===== src/rtl/bridge_pkg.sv =====
// Shared types for the bridge scheduler: arbiter FSM states and default data width.
`ifndef WIDTH
`define WIDTH 32
`endif

package bridge_pkg;

  typedef enum logic [1:0] {
    ARB_IDLE,
    ARB_REQ,
    ARB_RTZ
  } arb_state_t;

  localparam int DW_DEFAULT = `WIDTH;

endpackage


===== src/rtl/rr_arbiter.sv =====
// Round-robin grant generator. Scans upward from the source after last_grant
// and remembers the winner only when the caller reports the grant was taken.
module rr_arbiter #(
  parameter  int NUM_SRC = 4,
  localparam int IW      = $clog2(NUM_SRC)
) (
  input  logic               clk,
  input  logic               rst,
  input  logic [NUM_SRC-1:0] reqs,
  input  logic               en,
  input  logic               advance,
  output logic [NUM_SRC-1:0] grant,
  output logic [IW-1:0]      grant_idx
);

  logic [IW-1:0] last_grant_q;

  always_comb begin
    logic          found;
    logic [IW-1:0] idx;
    // NOTE: every combinational output gets a default first so no path leaves it unassigned (no latch).
    grant     = '0;
    grant_idx = '0;
    found     = 1'b0;
    idx       = '0;
    for (int off = 1; off <= NUM_SRC; off++) begin
      idx = IW'((int'(last_grant_q) + off) % NUM_SRC);
      if (!found && reqs[idx]) begin
        found     = 1'b1;
        grant_idx = idx;
        grant[idx] = en;
      end
    end
  end

  // NOTE: sequential state uses non-blocking assignment so every flop samples pre-edge values.
  always_ff @(posedge clk) begin
    if (rst) begin
      last_grant_q <= IW'(NUM_SRC - 1);
    end else if (advance) begin
      last_grant_q <= grant_idx;
    end
  end

endmodule


===== src/rtl/bridge_rr_arbiter.sv =====
// Schedules NUM_SRC valid/ready producers onto one 4-phase req/ack channel.
// A word is held from accept until the req/ack return-to-zero cycle finishes.
module bridge_rr_arbiter
  import bridge_pkg::*;
#(
  parameter  int NUM_SRC = 4,
  parameter  int DW      = DW_DEFAULT,
  parameter  int CNT_W   = 16,
  localparam int IW      = $clog2(NUM_SRC)
) (
  input  logic                  clk,
  input  logic                  rst,
  input  logic                  en,
  input  logic [NUM_SRC-1:0]    valid,
  output logic [NUM_SRC-1:0]    ready,
  input  logic [NUM_SRC*DW-1:0] data_in,
  output logic                  req,
  input  logic                  ack,
  output logic [DW-1:0]         data_out,
  output logic [IW-1:0]         src_id,
  output logic                  busy,
  output logic                  proto_err,
  output logic [CNT_W-1:0]      xfer_cnt
);

  arb_state_t         state_q, state_d;
  logic [DW-1:0]      data_q, data_d;
  logic [IW-1:0]      src_q, src_d;
  logic [CNT_W-1:0]   cnt_q, cnt_d;
  logic               perr_q, perr_d;

  logic [NUM_SRC-1:0] grant;
  logic [IW-1:0]      grant_idx;
  logic               grant_en;
  logic               accept;

  // A stray ack in IDLE blocks new grants until the consumer releases it.
  assign grant_en = en & (state_q == ARB_IDLE) & ~ack & ~rst;
  assign ready    = grant;
  assign accept   = |(valid & grant);

  rr_arbiter #(.NUM_SRC(NUM_SRC)) u_rr (
    .clk       (clk),
    .rst       (rst),
    .reqs      (valid),
    .en        (grant_en),
    .advance   (accept),
    .grant     (grant),
    .grant_idx (grant_idx)
  );

  always_comb begin
    state_d = state_q;
    data_d  = data_q;
    src_d   = src_q;
    cnt_d   = cnt_q;
    perr_d  = perr_q;
    case (state_q)
      ARB_IDLE: begin
        if (ack) perr_d = 1'b1;
        if (accept) begin
          state_d = ARB_REQ;
          data_d  = data_in[grant_idx*DW +: DW];
          src_d   = grant_idx;
        end
      end
      ARB_REQ: begin
        if (ack) state_d = ARB_RTZ;
      end
      ARB_RTZ: begin
        if (!ack) begin
          state_d = ARB_IDLE;
          cnt_d   = cnt_q + CNT_W'(1);
        end
      end
      default: state_d = ARB_IDLE;
    endcase
  end

  // NOTE: the holding register is plain flops, so it is cleared on reset along with the control state.
  always_ff @(posedge clk) begin
    if (rst) begin
      state_q <= ARB_IDLE;
      data_q  <= '0;
      src_q   <= '0;
      cnt_q   <= '0;
      perr_q  <= 1'b0;
    end else begin
      state_q <= state_d;
      data_q  <= data_d;
      src_q   <= src_d;
      cnt_q   <= cnt_d;
      perr_q  <= perr_d;
    end
  end

  assign req       = (state_q == ARB_REQ);
  assign busy      = (state_q != ARB_IDLE);
  assign data_out  = req ? data_q : '0;
  assign src_id    = src_q;
  assign proto_err = perr_q;
  assign xfer_cnt  = cnt_q;

endmodule


===== config.mk =====
export PLATFORM = sky130hd
export DESIGN_NAME = bridge_rr_arbiter
export DESIGN_NICKNAME = d
export VERILOG_FILES = /design/src/rtl/bridge_pkg.sv /design/src/rtl/rr_arbiter.sv /design/src/rtl/bridge_rr_arbiter.sv
export SDC_FILE = /design/constraint.sdc
export NUM_CORES = 1
export LEC_CHECK = 0
export BUFFER_PORTS_ARGS = -buffer_cell sky130_fd_sc_hd__buf_4
export CORE_UTILIZATION = 23
export DETAILED_ROUTE_END_ITERATION = 8
export GPL_TIMING_DRIVEN = 0
export PLACE_DENSITY_LB_ADDON = 0.15
export SYNTH_ARGS = -nofsm -noshare
export SYNTH_HDL_FRONTEND = slang
export SYNTH_SLANG_ARGS = --single-unit

===== constraint.sdc =====
create_clock -name clk -period 3.1 [get_ports clk]
set_input_delay 0.31 -clock clk [delete_from_list [all_inputs] [get_ports clk]]
set_output_delay 0.31 -clock clk [all_outputs]
set_load 0.005 [all_outputs]

==> flow_summary.yaml, run 1 <==
synth:
  synth_ff_type: "dfxtp_1"
  synth_area_um2: 3880
  synth_edf_count: 0
  syn_inst: 467
  syn_nets: 612
  ys_seq_area_share_pct: 28.3
  yosysUniqueCellTypes: 45
  synthArstFlopShare_pct: 0
  ys_seq_elements: 55
  postSynthAreaPerCell_um2: 8.32
  yosys_warnings: 0
critical_path:
  required_ns: 3.34
  crit_end: "data_q[22]$_SDFFE_PP0P_"
  reg2reg_setup_slack_ns: 0.09
  endpoint_kind: "flip-flop"
  crit_fanout: 10
  critPathKind: "flip-flop to flip-flop"
  r2r-end: "data_q[22]$_SDFFE_PP0P_"
  arrival_ns: 3.25
  r2r_cells: 13
  r2r_start: "u_rr.last_grant_q[0]$_SDFFE_PP1P_"
  critPathLaunchType: "flip-flop"
  crit_start: "u_rr.last_grant_q[0]$_SDFFE_PP1P_"
sta:
  clock.fmax_mhz: 332
  period_needed_ns: 3.01
  final.period_utilization_pct: 97.1
  drv_slew: 0
  setup_violations: 0
  max-slew-margin-rel_pct: 60.2
  hold_viol_final: 0
  fin_skew_ns: 0.00672
  worstMarginPinSlew_ns: 0.595
min_path:
  hp-start: "ack"
  holdCritPathClass: "input port to flip-flop"
clock_network:
  clock_sinks: 55
  clk_path_buf_depth: 2
  insertion_delay_ns: 0.31
  cts_buffers: 5
  cts_htree_levels: 2
  cts_hold_buf: 0
  cts_root_buffer: "clkbuf_16"
  cts_tree: "built"
  cts.reportedPaths.clkPinSlew_ns: 0.08
floorplanning:
  start_util_pct: 23.5
  rows: 47
  die_w_um: 132
  core_um2: 16500
  die_y_um: 132
  die_area_um2: 17400
  ioPinCount: 193
grt:
  antenna_found_initial: 0
  grt_overflow: 0
  grt_max_degree: 19
  grt_usage_pct: 16.1
  grt_pass1_wl_um: 22200
  grt_pass1_vias: 4184
job:
  max-cap-violations: 0
power:
  powerDensity_nw_per_um2: 394
  fin_total_pwr_mw: 2.38
  p_leak_nw: 2.72
  ir_worst_vdd_mv: 0.206
place:
  place_area_um2: 5590
  gp_congestion: 0.777
  portBuffers: 189
  dpl.hpwl_um: 11000
routing:
  wl_per_cell_um: 15.8
  wl_um: 14100
  via_count: 4097
  ant_nets: 0
  drt-pass1-iter-count: 6
  vias_per_cell: 4.57
  drt-initial-drc-count: 174
  drc: 0
finish:
  diodes: 0
  multiInputGateArea_um2: 2650
  final_nets: 820
  final_core_util_pct: 36.6
  syn_to_final_growth_pct: 55.6
  design_area_um2: 6050
  register_area_um2: 1110
  fill_cells: 1755
  drive_gt1_share_pct: 42.8
status:
  status: "complete, no violations"
-- report_power, final --
part	internal (mW)	total (mW)	switching, mW
registers	0.741	0.762	0.0208
logic	0.526	1.03	0.504
clock network	0.303	0.589	0.285
-- metal layers --
layer	global-route usage (%)	up-vias	share of wire, %
met5	0	-	0
met4	3.81	0	1.1
met3	3.00	9	3.8
met2	29.2	98	52
met1	19.4	1938	43
li1	-	2052	-
-- area by class of cell --
type | count | area share (%)
tap | 220 | 4.55
timing repair buffer | 204 | 26.0
sequential | 55 | 18.3
buffer | 34 | 4.18
clock inverter | 3 | 0.414
inverter | 8 | 0.559
multi-input combinational | 367 | 43.9
clock buffer | 5 | 2.07
-- cells in the final DEF, fill, tap and decap left out, drive strengths merged, types with 2 or more instances in the layout --
cell type / instances
nor4: 2
or2: 2
buf: 224
clkinvlp: 2
a211o: 32
a211oi: 2
and3: 3
mux2i: 36
clkbuf: 19
clkinv: 2
inv: 7
nor3b: 5
and2: 34
xor2: 9
nand3b: 3
nand3: 2
nor2: 49
or3: 3
nor3: 2
a21oi: 42
nand4: 3
nand2b: 3
nand2: 53
nor2b: 3
a31oi: 7
ha: 9
dfxtp: 55
o21a: 2
mux2: 34
xnor2: 3
mux4: 3
o21ai: 10
-- sequential cells by signal (all words and copies together) (netlist names) --
name               flops
xfer_cnt              16
src_id                 2
data_q                32
state_q                2
proto_err              1
u_rr.last_grant_q      2
-- through the flow --
step | hold slack [ns] | cells | TNS, ns | setup WS (ns)
3_5_place_dp | 0.440 | 876 | -27.80 | -0.791
2_1_floorplan | 0.427 | 467 | 0 | 0.0137
3_3_place_gp | 0.435 | 876 | -24.92 | -0.732
6_report | 0.271 | 896 | 0 | 0.0904
5_1_grt | 0.300 | 896 | -0.0170 | -0.00732
4_1_cts | 0.271 | 890 | 0 | 0.00314
-- what timing repair did --
item	in CTS	in global routing
gates cloned	0	1
resized for setup	36	21
setup endpoints to repair	40	37
setup buffers	7	7
pin swaps	4	6
-- synth_stat cells, types with 7 or more instances --
library cell | count | area share (%)
buf_2 | 17 | 2.2
inv_1 | 8 | 0.77
a21oi_1 | 42 | 5.4
ha_1 | 9 | 2.9
a31oi_1 | 7 | 1.1
nand2_1 | 53 | 5.1
mux2_2 | 34 | 9.9
clkbuf_1 | 15 | 1.4
a211o_1 | 32 | 7.2
mux2i_1 | 36 | 9.3
xor2_1 | 9 | 2.0
nor2_1 | 49 | 4.7
dfxtp_1 | 55 | 28
and2_1 | 34 | 5.5
o21ai_0 | 10 | 1.3
-- logic make-up (layout without fill, tap and decap cells) --
logic type	count (synthesis)	after routing	share of synthesized area, %
compound gates	103	103	18.3
mux	73	73	20.9
simple gates	170	170	21.6
xor+xnor	12	12	2.71
flops	55	55	28.3
buf+inv	45	254	5.28
fa+ha+maj	9	9	2.90
-- worst max-delay path, cell delays in order, from the launching register on --
cell and delay (ns):
dfxtp_4 0.39, clkinvlp_4 0.09, ha_1 0.30, buf_6 0.15, mux4_2 0.33, nor3b_4 0.42, nand2_2 0.14, a31oi_4 0.21
nor4_4 0.06, buf_4 0.16, buf_12 0.14, buf_4 0.17, a211o_1 0.23, a21oi_1 0.14
-- worst min-delay path by stage --
stage                               to  slack, ns  cells after the start
2_1_floorplan   data_q[0]$_SDFFE_PP0P_       0.43                      2
3_3_place_gp    data_q[4]$_SDFFE_PP0P_       0.43                      2
3_5_place_dp   data_q[16]$_SDFFE_PP0P_       0.44                      2
4_1_cts         proto_err$_SDFFE_PP0P_       0.27                      3
5_1_grt        state_q[1]$_SDFFE_PP0P_       0.30                      2
6_report        proto_err$_SDFFE_PP0P_       0.27                      3
(Power assumes the default switching activity.)
==> inputs of run 2 (changes only) <==
--- a/config.mk
+++ b/config.mk
@@ -9,6 +9,7 @@
 export CORE_UTILIZATION = 23
 export DETAILED_ROUTE_END_ITERATION = 8
 export GPL_TIMING_DRIVEN = 0
+export MAX_ROUTING_LAYER = met4
 export PLACE_DENSITY_LB_ADDON = 0.15
 export SYNTH_ARGS = -nofsm -noshare
 export SYNTH_HDL_FRONTEND = slang
==> run 2 against run 1 <==
Compared with the run above:
- via count decreased by 0.27%
- worst setup slack got worse by 0.00060 ns
- register-to-register slack about the same
- sequential share of layout area about the same
- sequential power about the same
- hold slack about the same
- critical path depth unchanged
- die area unchanged
- critical endpoint is now data_q[27]$_SDFFE_PP0P_
==> flow_summary.yaml, run 2 (synthesized netlist as in run 1, its figures left out) <==
clock_network:
  clock_sinks: 55
  insertion_delay_ns: 0.30
  cts_root_buffer: "clkbuf_16"
  clk_path_buf_depth: 2
  cts_buffers: 5
  cts_htree_levels: 2
  cts.reportedPaths.clkPinSlew_ns: 0.08
  cts_tree: "built"
sta:
  clock.fmax_mhz: 332
  period_needed_ns: 3.01
  setup_tns_ns: 0
  final.period_utilization_pct: 97.1
  setup_violations: 0
  worstMarginPinSlew_ns: 0.598
  fin_skew_ns: 0.00506
  hold_viol_final: 0
  max-slew-margin-rel_pct: 60.1
  worst_hold_slack_ns: 0.271
  drv_slew: 0
finish:
  final_common_cell: "buf_4"
  fill_cells: 1756
  final_cell_mix: "206 x buf_4, 53 x dfxtp_1, 50 x nand2_1"
  final_cell_count_no_fill: 896
  top_register: "data_q"
  diodes: 0
  largest_reg_flops: 32
  drive_gt1_share_pct: 42.8
  syn_to_final_growth_pct: 55.5
  design_area_um2: 6040
  final_nets: 820
floorplanning:
  die_area_um2: 17400
  core_um2: 16500
  rows: 47
  start_util_pct: 23.5
  die_w_um: 132
  ioPinCount: 193
  die_y_um: 132
grt:
  use_met3_pct: 2.88
  antenna_found_initial: 0
  use_met2_pct: 29.3
  grt_max_degree: 19
  grt_usage_pct: 16.6
  grt_pass1_vias: 4194
  grt_overflow: 0
  grt.busiest_layer: "met2"
  use_met1_pct: 19.4
  grt_pass1_wl_um: 22200
routing:
  ant_nets: 0
  drt-initial-drc-count: 155
  drt-pass1-iter-count: 4
  vias_per_cell: 4.56
  via_count: 4086
  wl_per_cell_um: 15.8
  wl_um: 14100
  drc: 0
status:
  status: "complete, no violations"
critical_path:
  critPathLaunchType: "flip-flop"
  critPathKind: "flip-flop to flip-flop"
  endpoint_kind: "flip-flop"
  required_ns: 3.34
  crit_fanout: 10
  arrival_ns: 3.25
power:
  ir_worst_vdd_mv: 0.204
  p_leak_nw: 2.72
  powerDensity_nw_per_um2: 392
  fin_total_pwr_mw: 2.37
place:
  portBuffers: 189
  dp.cells: 876
  gp_congestion: 0.792
  dpl.hpwl_um: 11000
  place_area_um2: 5590
job:
  max-cap-violations: 0
min_path:
  holdCritPathClass: "input port to flip-flop"
==> run 2: changes by cell type in the layout (fill, tap and decap cells not counted), sizes merged <==
cell	before	now
buf	224	223
clkbuf	19	20
==> run 2: routing by layer <==
metal | up-vias | share of wire [%]
met1 | 1944 | 43
met4 | 0 | 1.1
met2 | 85 | 52
met3 | 7 | 3.3
li1 | 2050 | -
met5 | - | 0
==> run 2: layout make-up <==
type	count	area, um^2	area share [%]
multi-input cells	367	2650	43.9
clock inverters	3	25.0	0.414
repair buffers	204	1570	26.1
plain buffers	34	248	4.10
well taps	220	275	4.56
flip-flops and latches	55	1110	18.4
clock buffers	5	125	2.07
inverters	8	33.8	0.559
==> run 2: worst max-delay path, cell delays in order (launching register included) <==
cell and delay, ns:
dfxtp_4 0.39, clkinvlp_4 0.09, ha_1 0.30, buf_6 0.15
mux4_2 0.34, nor3b_4 0.42, nand2_2 0.14, a31oi_4 0.21
nor4_4 0.06, buf_4 0.16, buf_12 0.14, buf_4 0.17
a211o_1 0.24, a21oi_1 0.14
==> run 2: power breakdown <==
part / switching (mW) / leakage [nW] / internal, mW
Clock: 0.282 / 0.0700 / 0.303
Combinational: 0.503 / 2.21 / 0.521
Sequential: 0.0209 / 0.445 / 0.741
Total: 0.806 / 2.72 / 1.57
==> run 2: final timing paths <==
path | start | endpoint | slack [ns] | depth (start not counted)
setup / recovery | u_rr.last_grant_q[0]$_SDFFE_PP1P_ | data_q[27]$_SDFFE_PP0P_ | 0.09 | 13
setup reg to reg | u_rr.last_grant_q[0]$_SDFFE_PP1P_ | data_q[27]$_SDFFE_PP0P_ | 0.09 | 13
hold reg to reg | data_q[16]$_SDFFE_PP0P_ | data_q[16]$_SDFFE_PP0P_ | 0.45 | 2
hold / removal | ack | proto_err$_SDFFE_PP0P_ | 0.27 | 3
==> run 2: repair_timing <==
item | CTS | global route
pin swaps | 4 | 6
setup endpoints to repair | 40 | 37
gates cloned | 0 | 1
hold buffers | 0 | 0
setup buffers | 7 | 7
gates resized for setup | 36 | 19
==> run 2: stage by stage <==
stage          util (%)  setup WS [ns]
2_1_floorplan         -         0.0137
3_3_place_gp       33.8         -0.732
3_5_place_dp       33.8         -0.791
4_1_cts            35.8        0.00314
5_1_grt            36.6       -0.00884
6_report           36.6         0.0898
==> inputs of run 3 (changes only) <==
--- a/config.mk
+++ b/config.mk
@@ -6,6 +6,8 @@
 export NUM_CORES = 1
 export LEC_CHECK = 0
 export BUFFER_PORTS_ARGS = -buffer_cell sky130_fd_sc_hd__buf_4
+export CELL_PAD_IN_SITES_DETAIL_PLACEMENT = 1
+export CELL_PAD_IN_SITES_GLOBAL_PLACEMENT = 2
 export CORE_UTILIZATION = 23
 export DETAILED_ROUTE_END_ITERATION = 8
 export GPL_TIMING_DRIVEN = 0
==> run 3 against run 2 <==
Compared with the run above:
- sequential share of layout area fell by 0.39 points
- hold slack improved by 0.0082 ns
- non-clock buffer count rose by 5
- largest power group unchanged
- highest routed layer unchanged
==> flow_summary.yaml, run 3 (synthesized netlist as in run 1, its figures left out) <==
status:
  status: "complete, no violations"
grt:
  grt_overflow: 0
  antenna_found_initial: 0
  grt_pass1_wl_um: 24200
  grt_max_degree: 21
  grt_usage_pct: 18.1
  grt_pass1_vias: 4487
clock_network:
  insertion_delay_ns: 0.31
  cts.reportedPaths.clkPinSlew_ns: 0.08
  cts_hold_buf: 0
  clock_sinks: 55
  cts_buffers: 5
  cts_htree_levels: 2
  cts_root_buffer: "clkbuf_16"
  cts_tree: "built"
  clk_path_buf_depth: 2
routing:
  vias_per_cell: 4.68
  via_count: 4216
  wl_um: 15400
  drt-pass1-iter-count: 4
  ant_nets: 0
  drc: 0
  wl_per_cell_um: 17.1
  drt-initial-drc-count: 192
critical_path:
  crit_slowest_cell: "mux4_2"
  critPathMaxStageDelay_ns: 0.50
  critPathMostFrequentCell: "buf_12"
  required_ns: 3.34
  crit_start: "u_rr.last_grant_q[1]$_SDFFE_PP1P_"
  endpoint_kind: "flip-flop"
  critPathLaunchType: "flip-flop"
  critPathKind: "flip-flop to flip-flop"
  r2r_start: "u_rr.last_grant_q[1]$_SDFFE_PP1P_"
  cp_top_family: "buffers and inverters"
  cp.buffers_inverters: 7
  crit_chain: "buf_12 -> clkinvlp_4 -> ha_4 -> buf_6 -> mux4_2 -> nor3b_4 -> buf_12 -> a221oi_4 -> buf_6 -> buf_12 -> buf_4 -> nor2_1 -> a211o_1 -> a21oi_2"
  crit_fanout: 6
  arrival_ns: 3.23
finish:
  final_cell_count_no_fill: 901
  syn_to_final_growth_pct: 58.9
  top_register: "data_q"
  largest_reg_flops: 32
  final_cell_mix: "204 x buf_4, 53 x dfxtp_1, 51 x nand2_1"
  drive_gt1_share_pct: 43.9
  final_nets: 825
  fill_cells: 1949
  final_common_cell: "buf_4"
  diodes: 0
place:
  portBuffers: 189
  pre_cts_ws_ns: -0.772
  dpl.hpwl_um: 11900
  dp.cells: 876
  gp_congestion: 0.812
floorplanning:
  die_w_um: 132
  rows: 47
  start_util_pct: 23.5
  ioPinCount: 193
  die_y_um: 132
  die_area_um2: 17400
  core_um2: 16500
power:
  powerDensity_nw_per_um2: 397
  internal-power_mw: 1.59
  ir_worst_vdd_mv: 0.226
  p_sw_share_pct: 34.9
  switching_power_uw: 855
  combPwrFrac_pct: 43.9
  clkPwrFrac_pct: 25.1
  fin_total_pwr_mw: 2.45
  power_frac_seq_pct: 31.0
  p_leak_nw: 2.78
sta:
  worstMarginPinSlew_ns: 0.656
  fin_skew_ns: 0.0102
  hold_viol_final: 0
  setup_violations: 0
  final.period_utilization_pct: 96.7
  setup_tns_ns: 0
  rsz0062_at_grt: "yes"
  worst_hold_slack_ns: 0.279
  period_needed_ns: 3.00
  clock.fmax_mhz: 334
  drv_slew: 0
  layout_setup_ws_ns: 0.102
  max-slew-margin-rel_pct: 56.1
min_path:
  hp-start: "ack"
  holdCritPathClass: "input port to flip-flop"
job:
  max-cap-violations: 0
## run 3: changes by cell type in the layout (fill, tap and decap cells not counted), sizes merged
cell | before | now
clkbuf | 20 | 22
buf | 223 | 226
## run 3: worst paths after layout
check                      endpoint  slack, ns  depth (start not counted)
min reg2reg  data_q[9]$_SDFFE_PP0P_       0.45                          2
max          data_q[3]$_SDFFE_PP0P_       0.10                         14
min          proto_err$_SDFFE_PP0P_       0.28                          3
max reg2reg  data_q[3]$_SDFFE_PP0P_       0.10                         14
## run 3: worst min-delay path: stages
cell	delay [ns]
buf_4	0.11
a21oi_1	0.06
nor2_1	0.08
## run 3: timing repair
action,CTS,global route
setup endpoints to repair,41,37
gates resized for setup,44,27
hold endpoints to repair,0,0
buffers inserted,11,5
pin swaps,2,8
gates cloned,1,1
## run 3: power by group through the flow
| stage | combinational, mW | clock [mW] | sequential [mW] |
|---|---|---|---|
| after floorplan | 0.572 | 0 | 0.771 |
| after global placement | 0.897 | 0 | 0.775 |
| after detailed placement | 0.913 | 0 | 0.778 |
| after CTS | 1.04 | 0.644 | 0.758 |
| after global routing | 1.17 | 0.668 | 0.763 |
| final | 1.08 | 0.616 | 0.758 |
## run 3: layer usage
layer	share of wire, %	GRT usage (%)	up-vias
met5	0	-	-
met4	1.5	4.26	0
met3	4.4	3.77	15
met2	50	30.9	102
met1	44	21.6	2037
li1	-	-	2062
## run 3: area by class of cell
class / count / area [um^2] / area share [%]
multi-input cells: 367 / 2690 / 43.5
repair buffers: 206 / 1610 / 26.0
flip-flops and latches: 55 / 1110 / 18.0
plain buffers: 37 / 300 / 4.87
well taps: 220 / 275 / 4.46
clock buffers: 5 / 125 / 2.03
inverters: 8 / 37.5 / 0.608
clock inverters: 3 / 33.8 / 0.547
## run 3: stage by stage
step / cell area, um^2 / util (%)
global placement: 5590 / 33.8
finish: 6170 / 37.4
detailed placement: 5590 / 33.8
floorplan: 3890 / -
global route: 6170 / 37.4
CTS: 6040 / 36.6
